===== src/rtl/mux_scanner_pkg.sv =====
`default_nettype none
// ============================================================================
// Module      : mux_scanner_pkg
// Description : Shared state encoding and parameter defaults for mux_scanner.
// Revision    : 1.0 - initial release
// ============================================================================
package mux_scanner_pkg;

    localparam int c_CH_DEFAULT    = 2;
    localparam int c_SEL_W_DEFAULT = 2;
    localparam int c_DWELL_DEFAULT = 4;
    localparam int c_DWELL_W       = 8;

    typedef enum logic [0:0] {
        DIRECT = 1'b0,
        SCAN   = 1'b1
    } state_t;

endpackage
`default_nettype wire


===== src/rtl/scan_counter.sv =====
`default_nettype none
// ============================================================================
// Module      : scan_counter
// Description : Dwell and address counters with load, hold and wrap pulse.
// Revision    : 1.0 - initial release
// ============================================================================
module scan_counter
    import mux_scanner_pkg::*;
#(
    parameter int SEL_W = c_SEL_W_DEFAULT,
    parameter int DWELL = c_DWELL_DEFAULT
) (
    input  logic             clk,
    input  logic             rst_n,
    input  logic             i_mode,
    input  logic             i_scan_active,
    input  logic [SEL_W-1:0] i_sel,
    input  logic             i_load,
    input  logic             i_hold,
    output logic [SEL_W-1:0] o_addr,
    output logic [SEL_W-1:0] o_addr_next,
    output logic             o_wrap
);

    localparam logic [c_DWELL_W-1:0] c_DWELL_LAST = c_DWELL_W'(DWELL - 1);
    localparam logic [SEL_W-1:0]     c_ADDR_LAST  = '1;

    logic [SEL_W-1:0]     r_addr;
    logic [c_DWELL_W-1:0] r_dwell;
    logic                 r_wrap;

    logic [SEL_W-1:0]     w_addr_next;
    logic [c_DWELL_W-1:0] w_dwell_next;
    logic                 w_wrap_next;

    // The first scan cycle after leaving DIRECT only restarts dwell; load is
    // honoured once the state register itself reports SCAN.
    always_comb begin
        w_addr_next  = r_addr;
        w_dwell_next = r_dwell;
        w_wrap_next  = 1'b0;
        if (!i_mode) begin
            w_addr_next  = i_sel;
            w_dwell_next = '0;
        end else if (!i_scan_active) begin
            w_dwell_next = '0;
        end else if (i_load) begin
            w_addr_next  = i_sel;
            w_dwell_next = '0;
        end else if (!i_hold) begin
            if (r_dwell == c_DWELL_LAST) begin
                w_dwell_next = '0;
                w_addr_next  = r_addr + 1'b1;
                w_wrap_next  = (r_addr == c_ADDR_LAST);
            end else begin
                w_dwell_next = r_dwell + 1'b1;
            end
        end
    end

    always_ff @(posedge clk or negedge rst_n) begin
        if (!rst_n) begin
            r_addr  <= '0;
            r_dwell <= '0;
            r_wrap  <= 1'b0;
        end else begin
            r_addr  <= w_addr_next;
            r_dwell <= w_dwell_next;
            r_wrap  <= w_wrap_next;
        end
    end

    assign o_addr      = r_addr;
    assign o_addr_next = w_addr_next;
    assign o_wrap      = r_wrap;

endmodule
`default_nettype wire


===== src/rtl/mux_scanner.sv =====
`default_nettype none
// ============================================================================
// Module      : mux_scanner
// Description : Multi-channel N:1 selector with direct and auto-scan modes.
// Revision    : 1.0 - initial release
// ============================================================================
module mux_scanner
    import mux_scanner_pkg::*;
#(
    parameter int CH    = c_CH_DEFAULT,
    parameter int SEL_W = c_SEL_W_DEFAULT,
    parameter int DWELL = c_DWELL_DEFAULT
) (
    input  logic                        clk,
    input  logic                        rst_n,
    input  logic [CH-1:0]               en_n,
    input  logic                        mode,
    input  logic [SEL_W-1:0]            sel_in,
    input  logic                        load,
    input  logic                        hold,
    input  logic [CH*(2**SEL_W)-1:0]    d,
    output logic [CH-1:0]               y,
    output logic [SEL_W-1:0]            addr,
    output logic                        wrap
);

    localparam int c_N = 2**SEL_W;

    state_t           r_state;
    logic [CH-1:0]    r_y;
    logic [SEL_W-1:0] w_addr_next;
    logic [CH-1:0]    w_sel_bit;

    scan_counter #(
        .SEL_W (SEL_W),
        .DWELL (DWELL)
    ) u_scan_counter (
        .clk           (clk),
        .rst_n         (rst_n),
        .i_mode        (mode),
        .i_scan_active (r_state == SCAN),
        .i_sel         (sel_in),
        .i_load        (load),
        .i_hold        (hold),
        .o_addr        (addr),
        .o_addr_next   (w_addr_next),
        .o_wrap        (wrap)
    );

    // Selecting with the next address keeps y aligned with the registered addr.
    generate
        for (genvar g = 0; g < CH; g++) begin : g_chan
            logic [c_N-1:0] w_ch;
            assign w_ch         = d[g*c_N +: c_N];
            assign w_sel_bit[g] = w_ch[w_addr_next];
        end
    endgenerate

    always_ff @(posedge clk or negedge rst_n) begin
        if (!rst_n) begin
            r_state <= DIRECT;
            r_y     <= '0;
        end else begin
            r_state <= mode ? SCAN : DIRECT;
            r_y     <= w_sel_bit & ~en_n;
        end
    end

    assign y = r_y;

endmodule
`default_nettype wire


===== config.mk =====
export PLATFORM = sky130hd
export DESIGN_NAME = mux_scanner
export DESIGN_NICKNAME = d
export VERILOG_FILES = /design/src/rtl/mux_scanner_pkg.sv /design/src/rtl/scan_counter.sv /design/src/rtl/mux_scanner.sv
export SDC_FILE = /design/constraint.sdc
export NUM_CORES = 1
export LEC_CHECK = 0
export ABC_CLOCK_PERIOD_IN_PS = 3160
export CAP_MARGIN = 20
export CORE_MARGIN = 2
export CORE_UTILIZATION = 30
export CTS_CLUSTER_SIZE = 8
export DETAILED_ROUTE_END_ITERATION = 6
export GPL_ROUTABILITY_DRIVEN = 0
export PLACE_DENSITY = 0.61
export SKIP_LAST_GASP = 1
export SLEW_MARGIN = 20
export SYNTH_ARGS = -nofsm -noshare
export SYNTH_HDL_FRONTEND = slang
export SYNTH_SLANG_ARGS = --single-unit

===== constraint.sdc =====
create_clock -name clk -period 3.16 [get_ports clk]
set_input_delay 0.948 -clock clk [delete_from_list [all_inputs] [get_ports clk]]
set_output_delay 0.948 -clock clk [all_outputs]
set_load 0.02 [all_outputs]

## Word-level counts from Yosys, hierarchy flattened

Index checks and enable logic that the tools add are counted.

| word-level totals | value |
|---|---|
| register bits after elaboration | 14 |
| input bits | 17 |

| cells by class | value |
|---|---|
| add/subtract/negate cells | 2 |
| $lt $le $gt $ge | 1 |
| equal/unequal tests | 3 |
| multiplexer cells | 20 |
| bitwise gates (word level) | 2 |

Operator list:

| cell | number |
|---|---|
| 2-to-1 mux 8 bit | 5 |
| 2-to-1 mux 2 bit | 5 |
| adder 8 x 1 -> 8 bit, second input constant | 1 |
| equality test 8 x 2 -> 1 bit, second input constant | 1 |
| 2-to-1 mux 1 bit | 8 |
| binary-select mux 1 bit (select 2 bit) | 2 |
| != test 4 bit, second input constant | 1 |
| < comparator 2 x 3 -> 1 bit, second input constant | 1 |
| adder 2 x 1 -> 2 bit, second input constant | 1 |
| bitwise AND 2 bit | 1 |
| equality test 2 bit, second input constant | 1 |
| inverter 2 bit | 1 |

## Logic depth before layout (Yosys ltp)

Gate-level depths: netlist (run 1).

| depth | value |
|---|---|
| depth in word-level cells | 9 |
| mapped depth | 6 |
| depth with buffers taken out | 6 |

## Cells and area by module

A second synthesis (run 1) with hierarchy kept.

| second synthesis, totals | value |
|---|---|
| cell total of the unflattened synthesis | 68 |
| area total of the unflattened synthesis | 783.3 um2 |

By module, submodules not included:

| module | times used | cells an instance | area each (um2) |
|---|---|---|---|
| scan_counter | 1 | 61 | 628.1 |
| mux_scanner | 1 | 7 | 155.1 |

## Worst setup path before layout (run 1)

Ideal clock, no wire load.

| timing | value |
|---|---|
| path kind | input -> register |
| from | input port load |
| to | register r_y[0], in the netlist y[0] |
| library setup time | 94 ps |
| arrival time | 2011 ps |
| data required time | 3066 ps |
| setup slack | 1055 ps |
| stages | 5 |
| buffers on the path | 0 |
| path through | and3b_1 -> nand4b_2 -> o211a_4 -> o221a_1 -> a211oi_1 |

| on the way | value |
|---|---|
| longest elaborated chain between the ends | 6 |

RTL lines:

| what | line | source |
|---|---|---|
| start, declared | mux_scanner.sv:19 | `input logic load,` |
| 2-to-1 mux 2 bit | scan_counter.sv:47 | `end else if (i_load) begin` |
| 2-to-1 mux 2 bit | scan_counter.sv:45 | `end else if (!i_scan_active) begin` |
| 2-to-1 mux 2 bit | scan_counter.sv:42 | `if (!i_mode) begin` |
| binary-select mux 1 bit (select 2 bit) | mux_scanner.sv:55 | `assign w_sel_bit[g] = w_ch[w_addr_next];` |
| 2-to-1 mux 1 bit (implied by the code) | mux_scanner.sv:55 |  |
| bitwise AND 2 bit | mux_scanner.sv:65 | `r_y <= w_sel_bit & ~en_n;` |
| end signal, assigned | mux_scanner.sv:65 |  |
| end, declared | mux_scanner.sv:30 | `logic [CH-1:0] r_y;` |

No other way between the ends. The select of a mux whose other input is x is not followed.
A chain may end at the register's enable or synchronous reset.

## Worst setup path in the final report (run 1)

| timing | value |
|---|---|
| from | input port mode |
| to | register r_y[0], in the netlist y[0] |

| on the way | value |
|---|---|
| longest elaborated chain between the ends | 4 |

RTL lines:

| what | line | source |
|---|---|---|
| start, declared | mux_scanner.sv:17 | `input logic mode,` |
| 2-to-1 mux 2 bit | scan_counter.sv:42 |  |
| binary-select mux 1 bit (select 2 bit) | mux_scanner.sv:55 |  |
| 2-to-1 mux 1 bit (implied by the code) | mux_scanner.sv:55 |  |
| bitwise AND 2 bit | mux_scanner.sv:65 |  |

No other way between the ends. The select of a mux whose other input is x is not followed.

==> impl_metrics.csv, run 1 <==
group,metric,value,unit
timing,fin_crit_sh,77.5,%
final_layout,mostFrequentLayoutCell,"clkdlybuf4s50_1",
cts,post_cts.repair.setup_buffers,0,
synth,synthArstFlopShare,100,%
routing,via_per_inst,5.19,
cts,cts_tree,"built",
routing,post_drt_wl_per_cell,12.9,um
cts,cts_sinks,14,
status,status,"finished clean",
worst_setup_path,timing.rr.start,"u_scan_counter.r_dwell[4]",
routing,drc,0,
cts,cts-resized-gates,0,
global_routing,grt_pass1_wl,3100,um
cts,root_buffer,"clkbuf_4",
floorplan,dieArea,0.00322,sq mm
synth,ys_seq_area_share,42.0,%
global_routing,grt_max_degree,15,
global_routing,grt-busiest-layer,"met2",
worst_setup_path,startpoint_type,"primary input",
worst_setup_path,startpoint,"mode",
final_layout,multiInputGateArea,468,sq um
synth,synth_ff_type,"dfrtp_1",
cts,clk_latency,0.29,ns
placement,place_area,0.00109,sq mm
final_layout,seq_area,350,sq um
placement,dp_slack,0.411,ns
synth,synth_edf_count,0,
final_layout,stdcell_count,134,
synth,synthTopCellsByArea,"dfrtp_1 (42%), nand2_1 (3.2%), xor2_1 (3.2%)",
cts,cts_htree_levels,1,
worst_setup_path,cp_slowest_stage_delay,0.53,ns
worst_setup_path,critical_path_class,"primary input to register",
synth,syn-instance-count,77,
placement,io_buffers,21,
global_routing,antenna_found_initial,0,
timing,maxSlewHeadroom,55.7,%
cts,cts.path.max_buffers,2,
placement,dp.cells,130,
routing,routed_wl,1730,um
min_path,min_from,"u_scan_counter.r_dwell[1]",
floorplan,die_w,56.7,um
synth,ys_ff_latch,14,
synth,synth.avg_cell_area,10.8,sq um
worst_setup_path,crit_fanout,6,
worst_setup_path,critPathCaptureType,"register",
routing,vias,696,
synth,synth_top_cell_area_share,42.0,%
final_layout,drive_gt1_share,12.6,%
global_routing,use_met2,20.3,%
cts,cts-buffers-inserted,3,
timing,setup_slack,0.712,ns
global_routing,gr-usage-met3,6.22,%
power_and_ir_drop,p_per_area,360,mW/mm^2
final_layout,final_area,0.00113,sq mm
power_and_ir_drop,peakVddDrop,285,uV
synth,yosysUniqueCellTypes,35,
floorplan,num_io_pins,22,
floorplan,start_util,31.0,%
timing,rsz0062_at_grt,"false",
synth,yosysTopAreaCell,"dfrtp_1",
final_layout,mostFrequentLayoutCells,"clkdlybuf4s50_1 (21), dfrtp_1 (14), nand2_1 (7)",
final_layout,fillers,267,
synth,syn_nets,96,
routing,first_pass_iters,4,
job,cap_violations,0,
floorplan,core,0.00269,sq mm
cts,cts.clk_slew.worst_paths,0.10,ns
floorplan,rows,19,
synth,yosysWarnings,0,
power_and_ir_drop,power,0.406,mW
cts,ctsHoldBuffers,0,
timing,skew,0.00737,ns
timing,hold_violations,0,
floorplan,die_h,56.7,um
global_routing,grt-ovfl-total,0,
timing,final_max_slew_viol_count,0,
placement,hpwlAfterDp,1310,um
final_layout,final_nets,123,
global_routing,grt_use_total,12.3,%
routing,ant_nets,0,
timing,setup_viol,0,
timing,finalSetupTns,0,ns
global_routing,grt_pass1_vias,680,
routing,drt_iter0_drc,15,
worst_setup_path,cp_cell_sequence,"clkdlybuf4s50_1 -> and3b_1 -> nand4b_2 -> o211a_4 -> o221a_1 -> a211oi_1",
timing,whs,0.529,ns
timing,min_period,2.45,ns
worst_setup_path,worst_ep_required_time,3.36,ns
min_path,min_path_type,"register to register",
final_layout,final_util,41.9,%
worst_setup_path,reg2reg_depth,5,
timing,worstMarginPinSlew,0.662,ns
worst_setup_path,cp.arrival,2.64,ns
power_and_ir_drop,p_leak,0.500,nW
min_path,hold_depth,2,
final_layout,antenna_cells,0,
synth,synth_area,833,sq um
worst_setup_path,slowest_stage,"clkdlybuf4s50_1",
final_layout,area_growth,35.1,%
global_routing,met1_usage,14.9,%
timing,fmax,0.409,GHz
==> power by group <==
part	internal (mW)	leakage, nW	total, mW	switching (mW)
registers	0.186	0.186	0.192	0.00553
logic	0.0442	0.293	0.0795	0.0353
clock network	0.0701	0.0210	0.134	0.0643
total	0.300	0.500	0.406	0.105
==> state kept, by name (all words and copies together), names as in the netlist <==
signal                  count
y                           2
u_scan_counter.o_addr       2
r_state                     1
u_scan_counter.r_dwell      8
u_scan_counter.o_wrap       1
==> cell families (layout without fill, tap and decap cells) <==
family	Yosys count	in the layout	synth area share [%]
AOI/OAI and AO/OA	22	22	21.0
buffers and inverters	4	30	1.80
and+or+nand+nor	29	29	25.5
adders and majority gates	2	2	3.00
muxes	2	2	2.40
xor gates and xnor gates	4	4	4.20
DFF	14	14	42.0
==> path summary, 6_finish.rpt <==
kind / to / slack [ns]
max in group asynchronous: u_scan_counter.o_addr[1] / 1.68
setup / recovery: y[0] / 0.71
setup reg to reg: u_scan_counter.r_dwell[6] / 1.26
min in group asynchronous: u_scan_counter.r_dwell[6] / 1.06
hold / removal: u_scan_counter.r_dwell[1] / 0.53
hold reg to reg: u_scan_counter.r_dwell[1] / 0.53
==> worst max-delay path: cells and delay by family <==
kind / cells / cell delay, ns
compound gates: 3 / 0.65
simple gates: 2 / 0.52
buf+inv: 1 / 0.53
==> layout make-up <==
cell class	count	area share (%)
flip-flops and latches	14	31.1
clock buffers	4	3.22
multi-input cells	59	41.6
inverters	4	1.33
well taps	31	3.44
repair buffers	22	19.3
==> cells in the mapped netlist (all sizes together), types with 2 or more instances <==
cell	n
a211oi	2
a21oi	5
a22oi	2
and2	2
and3	2
dfrtp	14
ha	2
inv	4
mux2i	2
nand2	7
nand3	4
nand4b	2
nor2b	2
nor3	2
o21ai	5
o221a	2
xor2	3
==> per-layer routing <==
| layer | wire length [um] | vias to the layer above | share of wire [%] |
|---|---|---|---|
| met3 | 118 | 0 | 6.8 |
| met4 | 0 | 0 | 0 |
| met2 | 812 | 21 | 47 |
| met1 | 796 | 330 | 46 |
| met5 | 0 | - | 0 |
| li1 | - | 345 | - |
Note: power is estimated with default switching activity, not from simulation.
==> run 2, diff against run 1 <==
Settings changed: ABC_CLOCK_PERIOD_IN_PS 3160 to 2550.
Clock period 3.16 ns to 2.55 ns, I/O delays scaled along.
==> run 2 against run 1 <==
Compared with the run above:
- count of clock-buffer cells in the layout unchanged
- sequential share of layout area down 0.41 points
- register-to-register slack worse by 0.60 ns
- via count up 3.4%
- cell count increased by 1.5%
- critical endpoint unchanged
- core utilization increased by 0.56 points
- global-route usage is 0.45 points higher
- worst setup slack got worse by 0.34 ns
- routed wire length up 5.0%
- highest routed layer is now met4
- hold slack better by 0.0042 ns
- first-iteration DRC count shrank 53%
- largest cell class unchanged
==> impl_metrics.csv, run 2 (synthesis gave the netlist of run 1 again) <==
group,metric,value,unit
status,status,"finished clean",
routing,routed_wl,1810,um
final_layout,mostFrequentLayoutCells,"clkdlybuf4s50_1 (21), dfrtp_1 (14), nand2_1 (7)",
worst_setup_path,crit_family,"compound AO/OA/AOI/OAI gates",
routing,via_per_inst,5.29,
timing,fin_crit_sh,85.5,%
routing,first_pass_iters,4,
cts,cts.path.max_buffers,2,
min_path,hold_depth,2,
timing,min_period,2.18,ns
worst_setup_path,startpoint_type,"primary input",
routing,drt_iter0_drc,7,
power_and_ir_drop,p_per_area,444,mW/mm^2
timing,final_max_slew_viol_count,0,
cts,post_cts.repair.setup_buffers,0,
global_routing,grt_use_total,12.7,%
global_routing,grt-ovfl-total,0,
cts,cts.clk_slew.worst_paths,0.10,ns
cts,cts_htree_levels,1,
cts,cts_tree,"built",
final_layout,area_growth,36.9,%
floorplan,core,0.00269,sq mm
job,cap_violations,0,
timing,fmax,0.458,GHz
placement,hpwlAfterDp,1420,um
final_layout,largest-register,"u_scan_counter.r_dwell",
global_routing,antenna_found_initial,0,
placement,place_area,0.00110,sq mm
placement,io_buffers,21,
global_routing,grt_pass1_vias,745,
final_layout,antenna_cells,0,
final_layout,stdcell_count,136,
timing,skew,0.00970,ns
final_layout,largest_reg_flops,8,
timing,worstMarginPinSlew,0.664,ns
timing,rsz0062_at_grt,"false",
worst_setup_path,worst_ep_required_time,2.75,ns
routing,vias,720,
cts,clk_latency,0.29,ns
worst_setup_path,cp_cell_sequence,"clkdlybuf4s50_1 -> a21bo_2 -> a22oi_1 -> o21ai_0 -> o221a_1 -> a211oi_1",
routing,ant_nets,0,
worst_setup_path,cp_slowest_stage_delay,0.53,ns
worst_setup_path,reg2reg_depth,5,
final_layout,mostFrequentLayoutCell,"clkdlybuf4s50_1",
cts,cts-buffers-inserted,3,
floorplan,die_w,56.7,um
worst_setup_path,critical_path_class,"primary input to register",
floorplan,die_h,56.7,um
timing,hold_violations,0,
worst_setup_path,r2r_slack,0.66,ns
final_layout,final_nets,125,
floorplan,num_io_pins,22,
timing,finalSetupTns,0,ns
global_routing,grt_max_degree,15,
placement,dp.cells,132,
cts,cts_sinks,14,
min_path,min_from,"u_scan_counter.r_dwell[1]",
power_and_ir_drop,power,0.506,mW
worst_setup_path,critPathCaptureType,"register",
worst_setup_path,crit_buf_inv,1,
worst_setup_path,slowest_stage,"clkdlybuf4s50_1",
floorplan,rows,19,
power_and_ir_drop,peakVddDrop,304,uV
routing,drc,0,
final_layout,drive_gt1_share,14.3,%
timing,setup_viol,0,
min_path,holdPathEnd,"u_scan_counter.r_dwell[1]",
final_layout,final_area,0.00114,sq mm
floorplan,start_util,31.0,%
final_layout,fillers,282,
cts,cts-resized-gates,0,
floorplan,dieArea,0.00322,sq mm
worst_setup_path,crit_fanout,6,
routing,post_drt_wl_per_cell,13.3,um
cts,ctsHoldBuffers,0,
min_path,min_path_type,"register to register",
worst_setup_path,r2r-end,"u_scan_counter.r_dwell[6]",
power_and_ir_drop,p_leak,0.511,nW
global_routing,grt_pass1_wl,3260,um
worst_setup_path,timing.rr.start,"u_scan_counter.r_dwell[4]",
cts,root_buffer,"clkbuf_4",
timing,maxSlewHeadroom,55.6,%
worst_setup_path,cp.arrival,2.38,ns
run 2: how the worst max path moves through the flow:
| stage | from | to | slack (ns) | cells after the start |
|---|---|---|---|---|
| 6_report | mode | y[0] | 0.37 | 6 |
| 5_1_grt | mode | y[1] | 0.19 | 6 |
| 4_1_cts | mode | y[0] | 0.38 | 6 |
| 3_5_place_dp | mode | y[0] | 0.07 | 6 |
| 3_3_place_gp | hold | y[0] | 0.09 | 6 |
| 2_1_floorplan | load | y[0] | 0.63 | 5 |
run 2: layer usage:
layer  routed length (um)  track usage [%]  up-vias
met5                    0                0        -
met4                    8             2.04        0
met3                  117             4.84        3
met2                  883             21.8       24
met1                  803             15.4      344
li1                     -                -      349
run 2: worst reg2reg max path: stages (launching register included):
cell     delay, ns
dfrtp_1       0.48
or4_4         0.56
o31ai_4       0.43
nor3b_1       0.09
o21ai_1       0.13
o41ai_1       0.08
run 2: metrics by stage:
step	hold slack (ns)	util, %	setup WS, ns
after detailed placement	0.522	41.1	0.0707
final	0.533	42.5	0.369
after floorplan	0.468	-	0.628
after global placement	0.503	41.1	0.0878
after global routing	0.594	42.5	0.189
after CTS	0.542	42.5	0.376
run 2: layout make-up:
class	instances	area (sq um)	area share, %
clock buffer	4	36.3	3.18
sequential	14	350	30.7
tap	31	38.8	3.40
multi-input combinational	59	468	41.0
timing repair buffer	24	233	20.4
inverter	4	15.0	1.32
run 2: power by group:
| group | internal (mW) | switching (mW) | leakage, nW | total [mW] |
|---|---|---|---|---|
| clock | 0.0870 | 0.0799 | 0.0210 | 0.167 |
| sequential | 0.231 | 0.00758 | 0.186 | 0.238 |
| combinational | 0.0565 | 0.0445 | 0.303 | 0.101 |
==> run 3, diff against run 2 <==
Settings changed: SLEW_MARGIN 20 to unset.
==> results of run 3 <==
The final DEF is identical to that of run 2; final timing and power are the same.
==> patch 1: new RTL, config.mk and constraints of run 3 <==
Register the output `y` once more; this adds one clock of latency there. The other outputs are not delayed to match. Comments in the files are not updated.
--- a/src/rtl/mux_scanner.sv
+++ b/src/rtl/mux_scanner.sv
@@ -66,7 +66,9 @@
         end
     end
 
-    assign y = r_y;
+    always_ff @(posedge clk) begin
+        y <= r_y;
+    end
 
 endmodule
 `default_nettype wire
Formal check against the unedited RTL: not equivalent (a bounded check fails within 4 cycles, from zero or initial values and one cycle with rst_n low).
==> patch 1 against run 3 <==
Power increased by 7.3%; cell count increased by 4.4%; sequential share of layout area increased by 2.9 points; design area increased by 1.9%; register-to-register slack improved by 0.02 ns; sequential cell count increased by 2; wire length increased by 2.7%; synthesized area increased by 3.6%; worst setup slack improved by 0.054 ns; critical path type unchanged; largest power group unchanged.
==> patch 1: results (changes against run 3) <==
status=finished, final reports clean (unchanged); Clock Latency Late Sink=0.29 ns (about the same); Crit-path slowest cell=clkdlybuf4s50_1 (unchanged); Layout Nets=131 (was 125); Worst Hold Class=flop to flop (unchanged); TritonRoute pass-1 iters=4 (unchanged); Lkg Pwr=0.5173 nW (was 0.5105 nW); Synth top cells by count=dfrtp_1, nand2_1, o21ai_0 (was dfrtp_1, nand2_1, a21oi_1); CP top delay family=simple AND/OR/NAND/NOR gates (was compound AO/OA/AOI/OAI gates); Final Skew=0.0008578 ns (was 0.009698 ns); Slew @ Worst Pin=0.6491 ns (was 0.6639 ns); WL/cell=13.11 um (was 13.33 um); layout cells sized above 1=13.51% (was 14.29%); HPWL Detailed=1.447 mm (was 1.424 mm); Overall Global Routing Usage=12.41% (was 12.75%); Tmin final=2.127 ns (was 2.181 ns); postcts setup bufs=0 (unchanged); Worst Path Arrival=2.34 ns (was 2.38 ns); worst-path fanout max=5 (was 6); largest register by flop count=u_scan_counter.r_dwell (unchanged); DP Area=1126 sq um (was 1105 sq um); net count after synthesis=104 (was 96); sequential share of the synthesized area=45.22% (was 42.04%); initial antenna violation count=0 (unchanged); WHS Path Cells=0 (was 2); number of global-route vias before repair=735 (was 745); Clk pin slew, worst setup/hold paths=~0.090 ns; Yosys cell types=34 (was 35); DRC viols=0 (unchanged); first-pass GRT wire length=3.194 mm (was 3.263 mm); Int Pwr=408.7 uW (was 374.1 uW); Via density=5.211 (was 5.294); FFs w/ async S/R, synth=87.50% (was 100.0%); largest net degree at the start of global routing=15 (unchanged); port bufs=21 (unchanged); worst stage delay on the critical path=0.45 ns (was 0.53 ns); Starting DRT DRC Count=13 (was 7); top cells by area, synth=dfrtp_1, dfxtp_1, mux2i_1 (was dfrtp_1, nand2_1, xor2_1); clock buffer depth=2 (unchanged); Peak VDD IR=0.2693 mV (was 0.3041 mV); # diodes=0 (unchanged); Ys Warns=0 (unchanged)
-- patch 1: cell count changes after synthesis, moves of 3 or more --
| cell | change |
|---|---|
| nand2b_1 | +3 |
| o21ai_0 | +5 |
| a21oi_1 | -5 |
| xor2_1 | -3 |
| o31ai_1 | +4 |
| and3_1 | +3 |
| inv_1 | -3 |
-- patch 1: kinds of logic after synthesis --
family          Yosys count  synth area share (%)
compound gates           22                 18.84
mux                       4                 4.638
simple gates             38                 26.95
flops                    16                 45.22
fa+ha+maj                 2                 2.898
buf+inv                   3                 1.448
-- patch 1: final timing paths --
kind	end	startpoint	slack (ns)
worst min register to register	y[0]	r_y[0]	0.36
worst max-delay path	r_y[0]	hold	0.42
worst min-delay path	y[0]	r_y[0]	0.36
min in group asynchronous	u_scan_counter.r_dwell[2]	rst_n	0.87
max in group asynchronous	u_scan_counter.o_wrap	rst_n	1.27
worst max register to register	r_y[0]	u_scan_counter.r_dwell[4]	0.68
-- patch 1: cell type report --
type                            instances  area, sq um
Clock buffer                            4        36.28
Fill cell                             270         1572
Inverter                                1        3.754
Multi-Input combinational cell         66        460.4
Sequential cell                        16        390.4
Tap cell                               31        38.79
Timing Repair Buffer                   24        232.7
-- patch 1: power by group through the flow --
stage / clock network (mW) / registers [mW] / logic [mW]
after floorplan: 0 / 0.286 / 0.0378
after global placement: 0 / 0.278 / 0.0996
after detailed placement: 0 / 0.278 / 0.101
after CTS: 0.177 / 0.273 / 0.102
after global routing: 0.193 / 0.276 / 0.109
final: 0.170 / 0.273 / 0.100
-- patch 1: worst reg2reg max path: cells and delay by family (launching register included) --
family | cells | cell delay [ns]
flops | 1 | 0.45
compound gates | 2 | 0.33
simple gates | 3 | 1.01
-- patch 1: stage by stage --
step           utilization [%]  hold slack [ns]  power, mW  worst slack [ns]  instances
6_report                 42.52           0.3562     0.5431            0.4232        142
5_1_grt                  42.52           0.3649     0.5774            0.2700        142
4_1_cts                  42.52           0.3539     0.5526            0.3954        142
3_5_place_dp             41.19           0.3308     0.3794           0.09016        138
3_3_place_gp             41.19           0.3343     0.3777            0.1531        138
2_1_floorplan                -           0.3242     0.3238            0.6069         85
-- patch 1: routing by layer --
layer,vias to the layer above,routed length [um],track usage [%]
met4,0,23,4.983
li1,370,-,-
met3,4,107,3.348
met1,347,864,15.56
met2,19,868,20.29
met5,-,0,0
==> patch 2: new RTL, flow settings as in run 3 <==
Made on the original files. `c_CH_DEFAULT`: 2 -> 4.
--- a/src/rtl/mux_scanner_pkg.sv
+++ b/src/rtl/mux_scanner_pkg.sv
@@ -6,7 +6,7 @@
 // ============================================================================
 package mux_scanner_pkg;
 
-    localparam int c_CH_DEFAULT    = 2;
+    localparam int c_CH_DEFAULT    = 4;
     localparam int c_SEL_W_DEFAULT = 2;
     localparam int c_DWELL_DEFAULT = 4;
     localparam int c_DWELL_W       = 8;
Ports: changed (resized d, en_n and y); port bits go from 22 to 34. No check against the original RTL was run, so the function may have changed too.
==> patch 2 against run 3 <==
Maximum frequency is 13% lower; power grew 13%; sequential share of layout area shrank 3.5 points; core utilization grew 2.3 points; worst setup slack lost 0.32 ns; critical path depth increased by 1; design area increased by 29%; sequential cell count rose by 2; wire length is 25% higher; synthesized area is 21% higher; critical path type unchanged; largest power group unchanged; highest routed layer unchanged.
==> patch 2: results (changes against run 3) <==
largest net degree at the start of global routing=17 (was 15); Crit-path slowest cell=or4b_4 (was clkdlybuf4s50_1); vias post-DR=873 (was 720); status=finished, final reports clean (unchanged); Peak VDD IR=0.1657 mV (was 0.3041 mV); fill count=352 (was 282); Max-slew headroom=76.08% (was 55.60%); Lkg Pwr=0.6227 nW (was 0.5105 nW); layout cells sized above 1=19.42% (was 14.29%); sequential share of the synthesized area=39.85% (was 42.04%); Final Instance Count excl. Fillers=185 (was 136); net count after synthesis=125 (was 96); CP top delay family=simple AND/OR/NAND/NOR gates (was compound AO/OA/AOI/OAI gates); number of global-route vias before repair=928 (was 745); Overall Global Routing Usage=13.94% (was 12.75%); dpl ws=-0.2907 ns (was 0.07066 ns); Layout Nets=170 (was 125); port bufs=33 (was 21); Clk pin slew, worst setup/hold paths=0.08 ns (was 0.10 ns); HPWL Detailed=1.815 mm (was 1.424 mm); Mapped Cells=96 (was 77); placed cells=182 (was 132); WL/cell=12.24 um (was 13.33 um); DP Area=1444 sq um (was 1105 sq um); first-pass GRT wire length=3.905 mm (was 3.263 mm); top cells by area, synth=dfrtp_1, mux2_4, o2bb2ai_2 (was dfrtp_1, nand2_1, xor2_1); Worst Path Arrival=2.68 ns (was 2.38 ns)
## patch 2: kinds of logic after synthesis
family                   count (synthesis)  synth area share [%]
AND/OR/NAND/NOR                         42                 25.28
AO/OA/AOI/OAI                           19                 16.56
flip-flops                              16                 39.85
multiplexers                             9                 10.96
buffers and inverters                    6                 3.112
XOR/XNOR                                 2                 1.744
adder cells (fa/ha/maj)                  2                 2.490
## patch 2: worst register-to-register path, cell delays in order, from the launching register on
cell	delay, ns
dfrtp_1	0.46
ha_1	0.28
or4b_4	0.53
o21ai_0	0.14
nor3b_2	0.17
buf_4	0.21
mux2_4	0.32
o2bb2ai_2	0.11
## patch 2: final cells by class
cell class	count	area (sq um)	share of cell area [%]
multi-input combinational	74	576.8	39.23
tap	46	57.56	3.915
clock buffer	3	22.52	1.532
inverter	4	15.01	1.021
timing repair buffer	42	397.9	27.06
sequential	16	400.4	27.23
## patch 2: final timing paths
path                                      startpoint                        end  slack [ns]  cells after the start
min                        u_scan_counter.r_dwell[5]  u_scan_counter.r_dwell[5]        0.54                      1
max                                             hold                       y[1]        0.04                      7
max in group asynchronous                      rst_n  u_scan_counter.r_dwell[4]        1.56                      2
min reg2reg                u_scan_counter.r_dwell[5]  u_scan_counter.r_dwell[5]        0.54                      1
max reg2reg                u_scan_counter.r_dwell[0]                       y[1]        0.21                      7
min in group asynchronous                      rst_n  u_scan_counter.r_dwell[0]        0.79                      2
## patch 2: metal layers
| metal | up-vias | share of wire [%] | track usage, % | wire length [um] |
|---|---|---|---|---|
| met5 | - | 0 | 0 | 0 |
| met4 | 0 | 0.49 | 4.559 | 11 |
| met3 | 2 | 7.6 | 4.141 | 172 |
| met2 | 27 | 48 | 24.51 | 1076 |
| met1 | 404 | 44 | 16.18 | 1004 |
| li1 | 440 | - | - | - |
## patch 2: power by group
group	internal [mW]	switching (mW)
sequential	0.265	0.00795
combinational	0.0982	0.0673
clock	0.0547	0.0772
total	0.418	0.153
